--- config.mk ---
export PLATFORM = sky130hd
export DESIGN_NAME = serial_subtractor
export DESIGN_NICKNAME = d
export VERILOG_FILES = /design/src/rtl/serial_subtractor.sv
export SDC_FILE = /design/constraint.sdc
export NUM_CORES = 1
export LEC_CHECK = 0
export BUFFER_PORTS_ARGS = -buffer_cell sky130_fd_sc_hd__buf_2
export CORE_UTILIZATION = 52
export CTS_CLUSTER_DIAMETER = 200
export CTS_CLUSTER_SIZE = 16
export DETAILED_ROUTE_END_ITERATION = 10
export PLACE_DENSITY = 0.76
export SYNTH_ARGS = -nofsm -noshare
export SYNTH_HDL_FRONTEND = slang
export SYNTH_SLANG_ARGS = --single-unit
--- constraint.sdc ---
create_clock -name clk -period 1.4 [get_ports clk]
set_input_delay 0.28 -clock clk [delete_from_list [all_inputs] [get_ports clk]]
set_output_delay 0.28 -clock clk [all_outputs]
set_load 0.02 [all_outputs]
--- src/rtl/serial_subtractor.sv ---
// Bit-serial a - b - bin, one bit per clock (LSB first), with a start/busy/done handshake.
// Results land in diff/bout only on completion, so the outputs never show a partial value.
module serial_subtractor #(
   parameter int WIDTH = 4
) (
   input  logic             clk,
   input  logic             reset_n,
   input  logic             start,
   input  logic [WIDTH-1:0] a,
   input  logic [WIDTH-1:0] b,
   input  logic             bin,
   output logic [WIDTH-1:0] diff,
   output logic             bout,
   output logic             busy,
   output logic             done
);

   localparam int CW = (WIDTH > 1) ? $clog2(WIDTH) : 1;
   localparam logic [CW-1:0] LAST_BIT = CW'(WIDTH - 1);

   typedef enum logic [1:0] {
      IDLE,
      RUN,
      DONE
   } state_t;

   state_t           state_q, state_d;
   logic [WIDTH-1:0] ra_q, ra_d;
   logic [WIDTH-1:0] rb_q, rb_d;
   logic [WIDTH-1:0] res_q, res_d;
   logic             br_q, br_d;
   logic [CW-1:0]    cnt_q, cnt_d;
   logic [WIDTH-1:0] diff_q, diff_d;
   logic             bout_q, bout_d;
   logic             busy_q, busy_d;
   logic             done_q, done_d;

   logic             x_bit;
   logic             y_bit;
   logic             d_bit;
   logic             b_next;
   logic [WIDTH-1:0] res_shift;

   always_comb begin
      state_d   = state_q;
      ra_d      = ra_q;
      rb_d      = rb_q;
      res_d     = res_q;
      br_d      = br_q;
      cnt_d     = cnt_q;
      diff_d    = diff_q;
      bout_d    = bout_q;
      busy_d    = busy_q;
      done_d    = done_q;

      // Single full-subtractor cell fed from the low bits of the operand shifters
      x_bit     = ra_q[0];
      y_bit     = rb_q[0];
      d_bit     = x_bit ^ y_bit ^ br_q;
      b_next    = (~x_bit & y_bit) | (~(x_bit ^ y_bit) & br_q);
      res_shift = {d_bit, res_q[WIDTH-1:1]};

      case (state_q)
         IDLE: begin
            if (start) begin
               ra_d    = a;
               rb_d    = b;
               br_d    = bin;
               res_d   = '0;
               cnt_d   = '0;
               busy_d  = 1'b1;
               state_d = RUN;
            end
         end
         RUN: begin
            ra_d  = ra_q >> 1;
            rb_d  = rb_q >> 1;
            res_d = res_shift;
            br_d  = b_next;
            cnt_d = cnt_q + 1'b1;
            if (cnt_q == LAST_BIT) begin
               diff_d  = res_shift;
               bout_d  = b_next;
               busy_d  = 1'b0;
               done_d  = 1'b1;
               state_d = DONE;
            end
         end
         DONE: begin
            done_d  = 1'b0;
            state_d = IDLE;
         end
         default: begin
            busy_d  = 1'b0;
            done_d  = 1'b0;
            state_d = IDLE;
         end
      endcase
   end

   always_ff @(posedge clk) begin
      if (!reset_n) begin
         state_q <= IDLE;
         ra_q    <= '0;
         rb_q    <= '0;
         res_q   <= '0;
         br_q    <= 1'b0;
         cnt_q   <= '0;
         diff_q  <= '0;
         bout_q  <= 1'b0;
         busy_q  <= 1'b0;
         done_q  <= 1'b0;
      end else begin
         state_q <= state_d;
         ra_q    <= ra_d;
         rb_q    <= rb_d;
         res_q   <= res_d;
         br_q    <= br_d;
         cnt_q   <= cnt_d;
         diff_q  <= diff_d;
         bout_q  <= bout_d;
         busy_q  <= busy_d;
         done_q  <= done_d;
      end
   end

   assign diff = diff_q;
   assign bout = bout_q;
   assign busy = busy_q;
   assign done = done_q;

endmodule

==> out/metrics.yaml, run 1 <==
slowest_stage: "fa_1"
slew_violations: 0
core-area_sq_um: 1750
peakVddDrop_uv: 589
netlist.area_leader.share: 0.469
h-tree-depth: 1
area_delta_synth_final_pct: 11.1
crit_chain: "inv_1 -> fa_1 -> inv_1 -> mux2i_1 -> a211oi_2"
ant_nets: 0
routed_via_density: 5.09
rrSetupSlack_ns: 0.18
ioPinCount: 19
clockBufferDepth: 2
fillers: 149
die_x_um: 45.4
critPathArrivalTime_ns: 1.45
crit_family: "adder cells"
insertion_delay_ns: 0.30
grt_pass1_wl_mm: 2.67
layout-drive-gt1-share: 0.271
drc: 0
period_share: 0.872
cts.sinks: 23
period_needed_ns: 1.22
relSlewSlack: 0.705
die_area_sq_um: 2060
io_buffers: 18
root_buffer: "clkbuf_4"
place.gp.congestion: 0.761
numCtsBuffers: 3
antenna_found_initial: 0
critical_path_required_ns: 1.63
path_clk_slew_ns: 0.12
synth_seq_cells: 23
fin_nets: 133
fp-row-count: 15
setup_viol: 0
drt_iter0_drc: 24
syn-cell-area_sq_um: 981
multi_input_comb_area_sq_um: 440
seq_area_frac_synth: 0.469
rsz0062_at_grt: "false"
seqCellArea_sq_um: 460
powerDensity_nw_per_um2: 1050
fin_tns_setup_ns: 0
synth.net_count: 115
synth_top_cell_by_area: "dfxtp_1"
start_util: 0.562
critPathBufInv: 2
ys_top_cells_by_area: "dfxtp_1 (47%), mux2i_1 (6.1%), a211oi_2 (5.1%)"
yosys_warnings: 0
worst_hold_path_type: "primary input to flop"
grt_pass1_vias: 635
maxCapViolations: 0
max_stage_delay_ns: 0.41
dr.pass1.iters: 4
tightest_slew_ns: 0.441
start_kind: "flop"
syn-instance-count: 101
place_inst: 138
endpoint_kind: "flop"
grt_overflow_total: 0
n_antenna_cell: 0
fmax_ghz: 0.819
num_vias: 728
holdWs_ns: 0.187
hold_viol_final: 0
cts_resized: 0
fin_worst_skew_ns: 0.00150
cts_tree: "yes"
leakage_nw: 0.449
grt_max_degree: 20
status: "finished clean"
crit_path_frequent_cell: "inv_1"
cp_max_fo: 2
track_usage: 0.180
wl_mm: 1.62
synth.distinct_cells: 26
crit_type: "flop to flop"
wl_per_cell_um: 11.4
die_h_um: 45.4
fin_cells: 143
avgSynthCellArea_sq_um: 9.71
hpwl_mm: 1.17
metal layers:
metal  up-vias  global-route usage  part of all wire
met5         -                   0                 0
met4         0              0.0545                 0
met3         0              0.0357             0.030
met2        15               0.283              0.47
met1       329               0.247              0.50
li1        384                   -                 -
synthesized netlist by cell type:
cell type  instances
o21ba_4            1
nand2b_1           2
a21oi_1            2
o22ai_1            4
a211oi_2           4
nor3b_1            1
fa_1               1
inv_1              5
dfxtp_1           23
mux2i_1            6
nor4b_1            2
o21ai_2            1
nand3_1            7
nor2_1             9
buf_2              4
nand2_1            8
a211oi_1           2
nor3_1             2
o21ai_0            8
buf_4              1
o31ai_1            1
buf_6              3
mux2_4             1
ha_1               1
nor2_2             1
nand3b_1           1
cells by family after synthesis:
logic type / count (synthesis) / share of synthesized area
flip-flops: 23 / 0.469
multiplexers: 7 / 0.0765
AO/OA/AOI/OAI: 23 / 0.176
adder cells (fa/ha/maj): 2 / 0.0332
AND/OR/NAND/NOR: 33 / 0.163
buffers and inverters: 13 / 0.0816
cell type report:
| type | count | share of cell area |
|---|---|---|
| timing repair buffer | 21 | 0.103 |
| sequential | 23 | 0.423 |
| clock buffer | 4 | 0.0241 |
| tap | 25 | 0.0287 |
| multi-input combinational | 65 | 0.404 |
| inverter | 5 | 0.0172 |
repair_timing:
item,4_1_cts,5_1_grt
endpoints found under the hold margin,0,0
setup buffers,0,1
hold buffers,0,0
endpoints found under the setup margin,0,1
final timing paths:
| kind | cells past startpoint | startpoint | to |
|---|---|---|---|
| max | 5 | rb_q[0] | br_q |
| min | 3 | b[3] | rb_q[3] |
| max reg2reg | 5 | rb_q[0] | br_q |
| min reg2reg | 2 | rb_q[3] | rb_q[3] |
report_power, final:
part	internal (W)	leakage, nW	switching (W)
registers	0.000686	0.188	0.0000196
clock network	0.000111	0.0150	0.000181
logic	0.0000690	0.246	0.0000824
state kept, by name, summed over array words and instances (netlist names):
register  flops
res_q         3
busy          1
rb_q          4
cnt_q         2
state_q       2
diff          4
bout          1
ra_q          4
done          1
br_q          1
tightest hold or removal path, delay by kind of cell:
kind / cells / cell delay, ns
buf+inv: 1 / 0.07
compound gates: 1 / 0.06
simple gates: 1 / 0.05
per-stage QoR:
stage / power [W] / utilization / setup WS (ns) / cell area [sq um]
after detailed placement: 0.000873 / 0.605 / 0.140 / 1060
after global placement: 0.000868 / 0.605 / 0.222 / 1060
after global routing: 0.00121 / 0.624 / 0.0895 / 1090
after floorplan: 0.000840 / - / 0.268 / 981
after CTS: 0.00116 / 0.620 / 0.124 / 1080
final: 0.00115 / 0.624 / 0.179 / 1090
cell usage in the layout, fill, tap and decap left out, types with 2 or more instances in the layout:
master and count:
nand2b_1 2, buf_4 3, inv_1 5, clkbuf_4 3
o22ai_1 4, nand3_1 7, dfxtp_1 23, o21ai_0 8
a211oi_1 2, a21oi_1 2, nand2_1 8, nor3_1 2
nor2_1 9, a211oi_2 4, mux2i_1 6, buf_2 18
nor4b_1 2
Power figures use the tool's default switching activity.
==> run 2, diff against run 1 <==
--- a/config.mk
+++ b/config.mk
@@ -5,7 +5,7 @@
 export SDC_FILE = /design/constraint.sdc
 export NUM_CORES = 1
 export LEC_CHECK = 0
-export BUFFER_PORTS_ARGS = -buffer_cell sky130_fd_sc_hd__buf_2
+export BUFFER_PORTS_ARGS = -buffer_cell sky130_fd_sc_hd__buf_4
 export CORE_UTILIZATION = 52
 export CTS_CLUSTER_DIAMETER = 200
 export CTS_CLUSTER_SIZE = 16
==> run 2 against run 1 <==
Core utilization up 2.2 points. Cell count down 0.70%. Critical endpoint unchanged. Hold slack better by 0.0061 ns.
==> out/metrics.yaml, run 2 (synthesis gave the netlist of run 1 again) <==
status: "finished clean"
crit_path_frequent_cell: "inv_1"
area_delta_synth_final_pct: 14.9
layout-drive-gt1-share: 0.265
core-area_sq_um: 1750
rrSetupSlack_ns: 0.19
track_usage: 0.195
hold_viol_final: 0
grt_overflow_total: 0
postCtsHoldBufs: 0
tightest_slew_ns: 0.463
rsz0062_at_grt: "false"
slowest_stage: "fa_1"
place.gp.congestion: 0.772
fin_tns_setup_ns: 0
pre_cts_slack_ns: 0.147
numCtsBuffers: 3
ioPinCount: 19
final_common_cell: "dfxtp_1"
placed_area_sq_um: 1090
num_vias: 728
fp-row-count: 15
max_stage_delay_ns: 0.40
final_area_sq_um: 1130
critPathArrivalTime_ns: 1.45
final_cell_mix: "dfxtp_1 (23), buf_4 (20), nor2_1 (9)"
endpoint_kind: "flop"
fillers: 162
cp_max_fo: 2
drc: 0
min_from: "a[3]"
die_x_um: 45.4
n_antenna_cell: 0
critPathBufInv: 2
r2r_cells: 5
grt_max_degree: 20
period_share: 0.862
path_clk_slew_ns: 0.12
relSlewSlack: 0.691
peakVddDrop_uv: 901
worstHoldEndpoint: "ra_q[3]"
root_buffer: "clkbuf_4"
clockBufferDepth: 2
powerDensity_nw_per_um2: 1040
whs_path_depth: 3
holdWs_ns: 0.193
h-tree-depth: 1
fmax_ghz: 0.829
fin_nets: 132
start_kind: "flop"
crit_family: "adder cells"
crit_chain: "inv_1 -> fa_1 -> inv_1 -> mux2i_1 -> a211oi_2"
wl_mm: 1.72
insertion_delay_ns: 0.31
maxCapViolations: 0
fin_worst_skew_ns: 0.00276
setup_viol: 0
critical_path_required_ns: 1.64
reg2reg_to: "br_q"
cts_tree: "yes"
dr.pass1.iters: 4
crit_type: "flop to flop"
drt_iter0_drc: 13
die_h_um: 45.4
ant_nets: 0
start_util: 0.562
reg2reg_from: "rb_q[0]"
antenna_found_initial: 0
cts.sinks: 23
worst_slack_ns: 0.194
finish.utilization: 0.646
slew_violations: 0
hpwl_mm: 1.18
period_needed_ns: 1.21
leakage_nw: 0.453
wl_per_cell_um: 12.1
die_area_sq_um: 2060
grt_pass1_vias: 656
worst_hold_path_type: "primary input to flop"
io_buffers: 18
routed_via_density: 5.13
grt_pass1_wl_mm: 2.84
## run 2: cell count changes in the layout (fill, tap and decap cells not counted), sizes merged
cell,before,now
buf,21,20
## run 2: final cells by class
type	count	area (sq um)	area share
sequential	23	460	0.408
multi-input combinational	65	440	0.391
timing repair buffer	20	150	0.133
tap	25	31.3	0.0277
clock buffer	4	26.3	0.0233
inverter	5	18.8	0.0166
## run 2: how the worst max path moves through the flow
stage / startpoint / endpoint / slack, ns / cells after the start
after floorplan: rb_q[0] / br_q / 0.27 / 5
after global placement: rb_q[0] / br_q / 0.22 / 5
after detailed placement: cnt_q[0] / diff[3] / 0.15 / 4
after CTS: cnt_q[0] / diff[3] / 0.14 / 4
after global routing: state_q[1] / ra_q[1] / 0.10 / 3
final: rb_q[0] / br_q / 0.19 / 5
## run 2: what timing repair did
action	in CTS	in global routing
resized for setup	0	0
setup buffers	0	1
setup endpoints to repair	0	1
## run 2: report_power, final
part	switching, W	internal (W)	leakage (nW)
logic	0.0000846	0.0000775	0.250
registers	0.0000188	0.000686	0.188
clock network	0.000193	0.000111	0.0150
## run 2: per-stage QoR
stage	instances	total power, W
finish	142	0.00117
global route	142	0.00123
CTS	141	0.00118
detailed placement	137	0.000882
global placement	137	0.000877
floorplan	101	0.000840
## run 2: routing by layer
metal | global-route usage | share of wire
met1 | 0.250 | 0.48
met2 | 0.303 | 0.47
met3 | 0.0754 | 0.044
met4 | 0.0545 | 0.0058
met5 | 0 | 0
## run 2: worst reg2reg max path, delay by kind of cell (launching register included)
| kind | cells | cell delay (ns) |
|---|---|---|
| DFF | 1 | 0.35 |
| AOI/OAI and AO/OA | 1 | 0.20 |
| adders and majority gates | 1 | 0.40 |
| buffers and inverters | 2 | 0.11 |
| muxes | 1 | 0.07 |
